==> src/rtl/cpu_pkg.sv <==
// cpu_pkg: shared ALU opcodes, opcode classifiers and Z-stage FSM state type
package cpu_pkg;
    localparam logic [4:0] OP_AND = 5'd0;
    localparam logic [4:0] OP_OR  = 5'd1;
    localparam logic [4:0] OP_ADD = 5'd2;
    localparam logic [4:0] OP_SUB = 5'd3;
    localparam logic [4:0] OP_SHR = 5'd4;
    localparam logic [4:0] OP_SHL = 5'd5;
    localparam logic [4:0] OP_ROR = 5'd6;
    localparam logic [4:0] OP_ROL = 5'd7;
    localparam logic [4:0] OP_NEG = 5'd8;
    localparam logic [4:0] OP_NOT = 5'd9;
    localparam logic [4:0] OP_MUL = 5'd10;
    localparam logic [4:0] OP_DIV = 5'd11;

    typedef enum logic {IDLE, WAIT} state_t;

    function automatic logic is_wide(input logic [4:0] op);
        return op == OP_MUL || op == OP_DIV;
    endfunction

    function automatic logic is_multicycle(input logic [4:0] op);
        return op == OP_MUL || op == OP_DIV;
    endfunction
endpackage

==> src/rtl/alu_z_stage_if.sv <==
// alu_z_stage_if: control, ALU result, multi-cycle handshake and bus signals of the Z stage
interface alu_z_stage_if #(parameter int DATA_W = 32, parameter int OP_W = 5);
    logic              Zin;
    logic [OP_W-1:0]   op_sel;
    logic [DATA_W-1:0] alu_lo;
    logic [DATA_W-1:0] alu_hi;
    logic              mc_done;
    logic              mc_start;
    logic              busy;
    logic [DATA_W-1:0] ZHi;
    logic [DATA_W-1:0] ZLo;
    logic              z_valid;
    logic              zero_flag;
    logic              neg_flag;
    logic              mc_err;
    logic              ZHi_out;
    logic              ZLo_out;
    logic [DATA_W-1:0] bus_out;

    modport master (
        output Zin, op_sel, alu_lo, alu_hi, mc_done, ZHi_out, ZLo_out,
        input  mc_start, busy, ZHi, ZLo, z_valid, zero_flag, neg_flag, mc_err, bus_out
    );
    modport slave (
        input  Zin, op_sel, alu_lo, alu_hi, mc_done, ZHi_out, ZLo_out,
        output mc_start, busy, ZHi, ZLo, z_valid, zero_flag, neg_flag, mc_err, bus_out
    );
endinterface

==> src/rtl/reg_32bit.sv <==
// reg_32bit: register with synchronous active-high clear and load enable
module reg_32bit #(parameter int W = 32) (
    input  logic         clk,
    input  logic         clr,
    input  logic         en,
    input  logic [W-1:0] d,
    output logic [W-1:0] q
);
    always_ff @(posedge clk) begin
        if (clr) q <= '0;
        else if (en) q <= d;
    end
endmodule

==> src/rtl/alu_z_stage.sv <==
// alu_z_stage: captures ALU results into ZHi/ZLo, sequences multi-cycle units, drives flags and bus
module alu_z_stage import cpu_pkg::*; #(
    parameter int DATA_W     = 32,
    parameter int MC_TIMEOUT = 64,
    parameter int CNT_W      = 7
) (
    input logic          clk,
    input logic          clr,
    alu_z_stage_if.slave zif
);
    state_t            state_q, state_d;
    logic [CNT_W-1:0]  cnt_q, cnt_d;
    logic              mc_start_q, mc_start_d;
    logic              busy_q, busy_d;
    logic              z_valid_q, z_valid_d;
    logic              zero_q, zero_d;
    logic              neg_q, neg_d;
    logic              mc_err_q, mc_err_d;
    logic              cap, wide;
    logic [DATA_W-1:0] hi_d, lo_d;

    always_comb begin
        state_d    = state_q;
        cnt_d      = cnt_q;
        mc_start_d = 1'b0;
        busy_d     = busy_q;
        z_valid_d  = z_valid_q;
        zero_d     = zero_q;
        neg_d      = neg_q;
        mc_err_d   = mc_err_q;
        cap        = 1'b0;
        if (state_q == IDLE) begin
            if (zif.Zin && is_multicycle(zif.op_sel)) begin
                state_d    = WAIT;
                mc_start_d = 1'b1;
                busy_d     = 1'b1;
                z_valid_d  = 1'b0;
                mc_err_d   = 1'b0;
                cnt_d      = '0;
            end else if (zif.Zin) cap = 1'b1;
        end else if (zif.mc_done) begin
            cap     = 1'b1;
            busy_d  = 1'b0;
            state_d = IDLE;
        end else if (cnt_q == CNT_W'(MC_TIMEOUT - 1)) begin
            mc_err_d = 1'b1;
            busy_d   = 1'b0;
            state_d  = IDLE;
        end else cnt_d = cnt_q + 1'b1;
        // only multi-cycle (wide) ops ever reach WAIT
        wide = state_q == WAIT || is_wide(zif.op_sel);
        hi_d = wide ? zif.alu_hi : '0;
        lo_d = zif.alu_lo;
        if (cap) begin
            z_valid_d = 1'b1;
            zero_d    = {hi_d, lo_d} == '0;
            neg_d     = wide ? hi_d[DATA_W-1] : lo_d[DATA_W-1];
        end
    end

    always_ff @(posedge clk) begin
        if (clr) begin
            state_q    <= IDLE;
            cnt_q      <= '0;
            mc_start_q <= 1'b0;
            busy_q     <= 1'b0;
            z_valid_q  <= 1'b0;
            zero_q     <= 1'b0;
            neg_q      <= 1'b0;
            mc_err_q   <= 1'b0;
        end else begin
            state_q    <= state_d;
            cnt_q      <= cnt_d;
            mc_start_q <= mc_start_d;
            busy_q     <= busy_d;
            z_valid_q  <= z_valid_d;
            zero_q     <= zero_d;
            neg_q      <= neg_d;
            mc_err_q   <= mc_err_d;
        end
    end

    reg_32bit #(.W(DATA_W)) u_zhi (.clk(clk), .clr(clr), .en(cap), .d(hi_d), .q(zif.ZHi));
    reg_32bit #(.W(DATA_W)) u_zlo (.clk(clk), .clr(clr), .en(cap), .d(lo_d), .q(zif.ZLo));

    assign zif.mc_start  = mc_start_q;
    assign zif.busy      = busy_q;
    assign zif.z_valid   = z_valid_q;
    assign zif.zero_flag = zero_q;
    assign zif.neg_flag  = neg_q;
    assign zif.mc_err    = mc_err_q;
    assign zif.bus_out   = zif.ZLo_out ? zif.ZLo : zif.ZHi_out ? zif.ZHi : '0;
endmodule

==> src/flat_wrapper.sv <==
// flat-port wrapper written by rule: the top's interface ports become plain ports
module alu_z_stage_flat import cpu_pkg::*;
#(
    parameter int DATA_W     = 32,
    parameter int MC_TIMEOUT = 64,
    parameter int CNT_W      = 7
)
  (clk, clr, zif_Zin, zif_op_sel, zif_alu_lo, zif_alu_hi, zif_mc_done, zif_ZHi_out, zif_ZLo_out, zif_mc_start, zif_busy, zif_ZHi, zif_ZLo, zif_z_valid, zif_zero_flag, zif_neg_flag, zif_mc_err, zif_bus_out);
  alu_z_stage_if #(.DATA_W(DATA_W), .OP_W(5)) zif_i ();
  input logic clk;
  input logic clr;
  input wire logic [$bits(zif_i.Zin)-1:0] zif_Zin;
  input wire logic [$bits(zif_i.op_sel)-1:0] zif_op_sel;
  input wire logic [$bits(zif_i.alu_lo)-1:0] zif_alu_lo;
  input wire logic [$bits(zif_i.alu_hi)-1:0] zif_alu_hi;
  input wire logic [$bits(zif_i.mc_done)-1:0] zif_mc_done;
  input wire logic [$bits(zif_i.ZHi_out)-1:0] zif_ZHi_out;
  input wire logic [$bits(zif_i.ZLo_out)-1:0] zif_ZLo_out;
  output wire logic [$bits(zif_i.mc_start)-1:0] zif_mc_start;
  output wire logic [$bits(zif_i.busy)-1:0] zif_busy;
  output wire logic [$bits(zif_i.ZHi)-1:0] zif_ZHi;
  output wire logic [$bits(zif_i.ZLo)-1:0] zif_ZLo;
  output wire logic [$bits(zif_i.z_valid)-1:0] zif_z_valid;
  output wire logic [$bits(zif_i.zero_flag)-1:0] zif_zero_flag;
  output wire logic [$bits(zif_i.neg_flag)-1:0] zif_neg_flag;
  output wire logic [$bits(zif_i.mc_err)-1:0] zif_mc_err;
  output wire logic [$bits(zif_i.bus_out)-1:0] zif_bus_out;
  assign zif_i.Zin = zif_Zin;
  assign zif_i.op_sel = zif_op_sel;
  assign zif_i.alu_lo = zif_alu_lo;
  assign zif_i.alu_hi = zif_alu_hi;
  assign zif_i.mc_done = zif_mc_done;
  assign zif_i.ZHi_out = zif_ZHi_out;
  assign zif_i.ZLo_out = zif_ZLo_out;
  assign zif_mc_start = zif_i.mc_start;
  assign zif_busy = zif_i.busy;
  assign zif_ZHi = zif_i.ZHi;
  assign zif_ZLo = zif_i.ZLo;
  assign zif_z_valid = zif_i.z_valid;
  assign zif_zero_flag = zif_i.zero_flag;
  assign zif_neg_flag = zif_i.neg_flag;
  assign zif_mc_err = zif_i.mc_err;
  assign zif_bus_out = zif_i.bus_out;
  alu_z_stage #(.DATA_W(DATA_W), .MC_TIMEOUT(MC_TIMEOUT), .CNT_W(CNT_W)) u_core (.clk(clk), .clr(clr), .zif(zif_i));
endmodule
==> config.mk <==
export PLATFORM = sky130hd
export DESIGN_NAME = alu_z_stage_flat
export DESIGN_NICKNAME = d
export VERILOG_FILES = /design/src/rtl/cpu_pkg.sv /design/src/rtl/alu_z_stage_if.sv /design/src/rtl/reg_32bit.sv /design/src/rtl/alu_z_stage.sv /design/src/flat_wrapper.sv
export SDC_FILE = /design/constraint.sdc
export NUM_CORES = 1
export LEC_CHECK = 0
export ABC_CLOCK_PERIOD_IN_PS = 3000
export CAP_MARGIN = 15
export CORE_UTILIZATION = 44
export CTS_CLUSTER_SIZE = 30
export DETAILED_ROUTE_END_ITERATION = 7
export HOLD_SLACK_MARGIN = 0.02
export PLACE_DENSITY = 0.95
export SKIP_LAST_GASP = 1
export SLEW_MARGIN = 20
export SYNTH_ARGS = -nofsm -noshare
export SYNTH_HDL_FRONTEND = slang
export SYNTH_HIERARCHICAL = 1
export SYNTH_SLANG_ARGS = --single-unit
==> constraint.sdc <==
create_clock -name clk -period 3 [get_ports clk]
set_input_delay 0.9 -clock clk [delete_from_list [all_inputs] [get_ports clk]]
set_output_delay 0.9 -clock clk [all_outputs]
set_load 0.01 [all_outputs]
# [Word level (Yosys, flattened, before mapping)]
# Index checks and enable logic that the tools add are counted.
[word_totals] register_bits=78 in_bits=75 out_inout_bits=102 word_cells=56
[op_classes] add_sub_neg=1 n_eq_ne=8 mux=26 reduce_logical=11
[ops] operator="$mux 32" n=3
[ops] operator="$logic_not 64->1" n=1
[ops] operator="$mux 7" n=4
[ops] operator="$mux 1" n=19
[ops] operator="$eq 5x4->1 const B" n=2
[ops] operator="$ne 2x2->1 const B" n=4
[ops] operator="$add 7x1->7 const B" n=1
[ops] operator="$eq 7x6->1 const B" n=1
[ops] operator="$reduce_and 3->1" n=2
[ops] operator="$reduce_and 2->1" n=2
[ops] operator="$reduce_bool 2->1" n=2
[ops] operator="$ne 3x3->1 const B" n=1
[ops] operator="$logic_or 1x1->1" n=2
[ops] operator="$reduce_or 2->1" n=1
[ops] operator="$logic_and 1x1->1" n=1

# [Logic depth before layout (Yosys ltp)]
# Gate-level depths: netlist of run 1.
[logic_depth] depth_word=7 mapped_depth=7 depth_no_buf=6

# [Cells and area by module]
# The synthesis of run 1 kept the hierarchy.
[by_module_without_submodules] mod="reg_32bit" instances=2 cells_each=103 area_per_inst_um2=1163.6 seq_area_each_um2=640.6
[by_module_without_submodules] mod="alu_z_stage" instances=1 cells_each=180 area_per_inst_um2=1376.3 seq_area_each_um2=280.3

# [Least setup slack after synthesis of run 1]
# OpenSTA, ideal clock, no wires.
[synth_timing] path_kind="in2out" from="input port zif_ZLo_out" to="output port zif_bus_out[0]" arrival_time_ps=1718 required_ps=2100 setup_slack_ps=382 stages=4 n_path_buf=2 cell_sequence="clkbuf_1 > nor2b_1 > clkbuf_1 > a22o_1"
[synth_between] elab_chain_cells=1
[synth_lines] element="from (decl)" line_no="flat_wrapper.sv:18" text="input wire logic [$bits(zif_i.ZLo_out)-1:0] zif_ZLo_out;"
[synth_lines] element="$mux 32" line_no="alu_z_stage.sv:92" text="assign zif.bus_out = zif.ZLo_out ? zif.ZLo : zif.ZHi_out ? zif.ZHi : '0;"
[synth_lines] element="to (decl)" line_no="flat_wrapper.sv:27" text="output wire logic [$bits(zif_i.bus_out)-1:0] zif_bus_out;"
# Every way passes these cells.

# [Final worst setup path of run 1]
[layout_timing] from="input port zif_ZHi_out" to="output port zif_bus_out[29]"
[layout_between] elab_chain_cells=2
[layout_lines] element="from (decl)" line_no="flat_wrapper.sv:17" text="input wire logic [$bits(zif_i.ZHi_out)-1:0] zif_ZHi_out;"
[layout_lines] element="$mux 32 (2 in a row)" line_no="alu_z_stage.sv:92"
# Every way passes these cells.

==> results of run 1 <==
-- kinds of logic (layout without fill, tap and decap cells) --
kind of cell | Yosys count | in the layout | synth area share, %
adder cells (fa/ha/maj) | 1 | 1 | 0.338
AND/OR/NAND/NOR | 156 | 156 | 20.5
multiplexers | 65 | 65 | 17.6
AO/OA/AOI/OAI | 55 | 55 | 12.8
flip-flops | 78 | 78 | 42.2
buffers and inverters | 31 | 212 | 6.66
-- final cells by class --
type                            count  area, um^2
Clock buffer                       11         131
Clock inverter                      5        83.8
Fill cell                         662        2500
Inverter                            3        11.3
Multi-Input combinational cell    277        1910
Sequential cell                    78        1560
Tap cell                          105         131
Timing Repair Buffer              193        1850
-- worst paths after layout --
| path | from | endpoint | slack, ns | cells past startpoint |
|---|---|---|---|---|
| max | zif_ZHi_out | zif_bus_out[29] | 0.07 | 6 |
| min | u_core/cnt_q[4] | u_core/cnt_q[4] | 0.50 | 2 |
| max reg2reg | u_core/state_q | u_core/cnt_q[5] | 1.33 | 4 |
| min reg2reg | u_core/cnt_q[4] | u_core/cnt_q[4] | 0.50 | 2 |
-- metal layers --
layer / part of all wire (%) / wire length, um
met5: 0 / 0
met1: 41 / 4790
met2: 52 / 6120
met3: 6.0 / 708
met4: 1.5 / 177
-- registers in the layout (all words and copies together), names as in the netlist --
register and flops:
u_core/u_zlo/q 32, u_core/zif.zero_flag 1, u_core/u_zhi/q 32, u_core/zif.busy 1
u_core/zif.mc_start 1, u_core/cnt_q 7, u_core/zif.neg_flag 1, u_core/zif.mc_err 1
u_core/state_q 1, u_core/zif.z_valid 1
-- what timing repair did --
action / CTS / global route
gates cloned: 2 / 0
resized for setup: 76 / 30
pin swaps: 1 / 0
buffers inserted: 6 / 0
setup endpoints to repair: 32 / 29
-- through the flow --
step           hold WS [ns]  std cells  TNS, ns  area, um^2
6_report              0.499        672        0        5680
5_1_grt               0.531        672        0        5680
4_1_cts               0.499        672        0        5830
3_5_place_dp          0.484        648   -11.42        5490
3_3_place_gp          0.451        648   -10.64        5490
2_1_floorplan         0.443        386        0        3700
-- worst min-delay path: cells and delay by family (launching register included) --
kind / cells / cell delay (ns)
compound gates: 1 / 0.06
flops: 1 / 0.33
simple gates: 1 / 0.06
-- power by group through the flow --
| stage | Combinational (mW) | Sequential, mW | Clock [mW] |
|---|---|---|---|
| after global routing | 0.477 | 1.11 | 0.928 |
| after detailed placement | 0.441 | 1.12 | 0 |
| after CTS | 0.457 | 1.10 | 0.867 |
| final | 0.450 | 1.10 | 0.846 |
| after global placement | 0.432 | 1.12 | 0 |
| after floorplan | 0.191 | 1.13 | 0 |
-- synthesized netlist by cell type (all sizes together), types with 3 or more instances --
library cell | count | area [um^2]
nand2 | 16 | 60.1
buf | 12 | 175
a21oi | 7 | 35.0
nor2 | 73 | 274
nand3 | 7 | 35.0
and2 | 32 | 201
a22o | 30 | 263
a2111o | 3 | 33.8
mux2i | 65 | 651
inv | 3 | 11.3
dfxtp | 78 | 1560
nor4 | 14 | 87.6
o21ai | 5 | 25.0
clkbuf | 16 | 60.1
==> results.ini, run 1 <==
[status]
status = finished clean

[critical_path]
cpLargestDelayFamily = buffers and inverters
worstPathArrival_ns = 2.03
cp-start-kind = primary input
end_kind = primary output
critical_path.cell_chain = dlygate4sd2_1 -> nor2b_4 -> buf_4 -> bufbuf_16 -> a22o_1 -> buf_6
critical-path-max-stage-delay_ns = 0.27
critical_path.slowest_cell = bufbuf_16
cp.required_ns = 2.10
path_max_fanout = 6
path_buf_inv = 4
crit_type = primary input to primary output

[logic_synthesis]
synth_edf_count = 0
ys_seq_area_share_pct = 42.2
synthFlopType = dfxtp_1
synth_area_um2 = 3700
synth_nets = 462
synthArstFlopShare_pct = 0
ys_types = 37
syn_area_per_cell_um2 = 9.59
ys_seq_elements = 78
synth_warnings = 6
netlist_instances = 386

[global_route]
top_usage_layer = met2
grt_pass1_vias = 3549
overflow = 0
antenna_found_initial = 0
grtUsageMet1_pct = 31.1
use_met2_pct = 48.8
grt_usage_pct = 26.8
grt_pass1_wl_um = 18100
grt_util_met3_pct = 5.26
grt_max_degree = 54

[cells_and_area]
final_cell_mix = 141 x clkdlybuf4s50_1, 78 x dfxtp_1, 73 x nor2_1, 65 x mux2i_1, 31 x and2_1
fin_nets = 638
fin_util_pct = 69.5
area_growth_pct = 53.3
diodes = 0
final_common_cell = clkdlybuf4s50_1
drive_above_1_share_pct = 12.9

[power]
leakage_nw = 2.35
switching_share_pct = 24.9
seq_power_share_pct = 45.9
total_power_mw = 2.40
p_int_mw = 1.80
p_clk_share_pct = 35.3
ir_worst_vdd_v = 0.000274
p_sw_mw = 0.595
combPwrFrac_pct = 18.8
p_per_area_nw_per_um2 = 422

[die]
initial_core_util_pct = 45.3
fp.dieArea_um2 = 8790
design.core.area_um2 = 8180
rows = 33
die_w_um = 93.7
io-pin-count = 177
die_y_um = 93.7

[sta]
period_share_pct = 97.6
tightest_slew_ns = 0.558
timing.final.ws_setup_ns = 0.0708
drv_slew = 0
slew_headroom_pct = 62.8
rsz0062_at_grt = no
hold_viol_final = 0
fmax_mhz = 341
clock_skew_ns = 0.00676
setup_viol = 0
min_period_ns = 2.93

[routing]
drt_wl_total_um = 11800
dr_total_vias = 3610
viasPerCell = 5.37
ant_nets = 0
drc = 0
drt_iter0_markers = 201
wl_per_cell_um = 17.5
dr.pass1.iters = 4

[clocking]
cts_buffers = 9
path_clk_slew_ns = 0.08
cts_max_level = 3
cts.sink_count = 78
cts_root_buf = clkbuf_8
clock_latency_ns = 0.33
cts_buffer_depth = 2
hold_buffers = 0
cts_tree = yes

[job]
maxCapViolCount = 0

[placed_design]
numPortBuffers = 175
place_ws_ns = -0.406
dpl.hpwl_um = 8470
place.gp.congestion = 0.790

[worst_hold_path]
hold_class = flop to flop

Power figures use the tool's default switching activity.
==> run 2: changes to the inputs <==
--- a/config.mk
+++ b/config.mk
@@ -8,10 +8,11 @@
 export ABC_CLOCK_PERIOD_IN_PS = 3000
 export CAP_MARGIN = 15
 export CORE_UTILIZATION = 44
-export CTS_CLUSTER_SIZE = 30
+export CTS_CLUSTER_SIZE = 25
 export DETAILED_ROUTE_END_ITERATION = 7
 export HOLD_SLACK_MARGIN = 0.02
 export PLACE_DENSITY = 0.95
+export RECOVER_POWER = 25
 export SKIP_LAST_GASP = 1
 export SLEW_MARGIN = 20
 export SYNTH_ARGS = -nofsm -noshare
==> results.ini, run 2 (synthesis gave the netlist of run 1 again) <==
[cells_and_area]
drive_above_1_share_pct = 12.7  ; -0.18 points
nFillCells = 665  ; +0.45%
top_regs = u_core/u_zhi/q: 32 flops, u_core/u_zlo/q: 32 flops, u_core/cnt_q: 7 flops
ff_latch_area_um2 = 1560  ; unchanged
area_growth_pct = 52.4
final_common_cell = clkdlybuf4s50_1
final_cell_mix = 116 x clkdlybuf4s50_1, 78 x dfxtp_1, 73 x nor2_1, 65 x mux2i_1
diodes = 0  ; unchanged
multi_input_area_um2 = 1910  ; -0.20%
fin_nets = 638  ; unchanged

[sta]
rsz0062_at_grt = no
period_share_pct = 97.7  ; about the same
hold_viol_final = 0  ; unchanged
min_period_ns = 2.93  ; +0.000421 ns
tightest_slew_ns = 1.06  ; +0.504 ns
slew_headroom_pct = 29.2  ; -34 points
setup_viol = 0  ; unchanged
timing.final.ws_setup_ns = 0.0704  ; -0.000421 ns
drv_slew = 0  ; unchanged
fmax_mhz = 341  ; about the same
clock_skew_ns = 0.00613  ; -0.000629 ns
setup_tns_ns = 0  ; unchanged

[global_route]
grt_pass1_vias = 3549  ; unchanged
antenna_found_initial = 0  ; unchanged
top_usage_layer = met2
overflow = 0  ; unchanged
grt_pass1_wl_um = 18100  ; unchanged
grtUsageMet1_pct = 31.1  ; unchanged
grt_usage_pct = 26.8  ; unchanged
use_met2_pct = 48.8  ; unchanged
grt_util_met3_pct = 5.26  ; unchanged
grt_max_degree = 54  ; unchanged

[die]
rows = 33  ; unchanged
design.core.area_um2 = 8180  ; unchanged
io-pin-count = 177  ; unchanged
die_w_um = 93.7  ; unchanged
fp.dieArea_um2 = 8790  ; unchanged
initial_core_util_pct = 45.3  ; unchanged
die_y_um = 93.7  ; unchanged

[critical_path]
critical_path.slowest_cell = bufbuf_16
critical_path.cell_chain = dlygate4sd2_1 -> nor2b_4 -> buf_4 -> bufbuf_16 -> a22o_1 -> buf_6
cp.required_ns = 2.10  ; about the same
end_kind = primary output
path_max_fanout = 6  ; unchanged
critical-path-max-stage-delay_ns = 0.27  ; about the same
crit_type = primary input to primary output
worstPathArrival_ns = 2.03  ; about the same
cp-start-kind = primary input

[power]
total_power_mw = 2.38  ; -0.59%
leakage_nw = 2.41  ; +2.5%
ir_worst_vdd_v = 0.000274  ; -0.28%
p_per_area_nw_per_um2 = 422  ; about the same

[routing]
viasPerCell = 5.40  ; +0.53%
drc = 0  ; unchanged
drt_wl_total_um = 11800  ; -0.13%
ant_nets = 0  ; unchanged
dr.pass1.iters = 4  ; unchanged
drt_iter0_markers = 192  ; -4.5%
wl_per_cell_um = 17.5  ; -0.13%
dr_total_vias = 3629  ; +0.53%

[clocking]
cts_buffer_depth = 2  ; unchanged
cts_max_level = 3  ; unchanged
cts_root_buf = clkbuf_8
cts.sink_count = 78  ; unchanged
cts_tree = yes
clock_latency_ns = 0.33  ; about the same
cts_buffers = 9  ; unchanged
hold_buffers = 0  ; unchanged
path_clk_slew_ns = 0.08  ; about the same

[worst_hold_path]
hold_class = flop to flop

[placed_design]
place_ws_ns = -0.406  ; unchanged
numPortBuffers = 175  ; unchanged
dpl.hpwl_um = 8470  ; unchanged
place.gp.congestion = 0.790  ; unchanged

[job]
maxCapViolCount = 0  ; unchanged

[status]
status = finished clean

run 2: worst max-delay path, delay by kind of cell:
| kind | cells | cell delay [ns] |
|---|---|---|
| simple gates | 1 | 0.13 |
| buf+inv | 4 | 0.79 |
| compound gates | 1 | 0.21 |
run 2: timing repair:
| item | in CTS | in global routing |
|---|---|---|
| pin swaps | 1 | 0 |
| cloned | 2 | 0 |
| setup buffers | 6 | 0 |
| resized for setup | 76 | 30 |
| endpoints found under the setup margin | 32 | 29 |
run 2: power by group:
part | leakage [nW] | internal [mW] | switching [mW] | total (mW)
sequential | 0.636 | 1.07 | 0.0289 | 1.10
clock | 0.0998 | 0.471 | 0.371 | 0.842
combinational | 1.67 | 0.249 | 0.190 | 0.439
run 2: worst paths after layout:
check	startpoint	endpoint	slack [ns]	cells after the start
max	zif_ZHi_out	zif_bus_out[29]	0.07	6
min reg2reg	u_core/cnt_q[4]	u_core/cnt_q[4]	0.49	2
min	u_core/cnt_q[4]	u_core/cnt_q[4]	0.49	2
max reg2reg	u_core/state_q	u_core/u_zhi/q[8]	0.97	5
run 2: per-layer routing:
metal	part of all wire (%)	wire length, um	vias to the layer above
met5	0	0	-
li1	-	-	1727
met1	40	4710	1721
met3	6.3	743	19
met2	52	6140	162
met4	1.6	187	0
run 2: through the flow:
stage	hold slack (ns)	instance area, um^2	utilization [%]	instances
CTS	0.499	5830	71.3	672
floorplan	0.443	3700	-	386
global placement	0.451	5490	67.1	648
detailed placement	0.484	5490	67.1	648
global route	0.531	5650	69.1	672
finish	0.495	5650	69.1	672
run 2: final cells by class:
cell class,count,share of cell area (%)
flip-flops and latches,78,27.7
multi-input cells,277,33.8
well taps,105,2.33
clock buffers,11,2.33
inverters,3,0.199
clock inverters,5,1.48
repair buffers,193,32.2
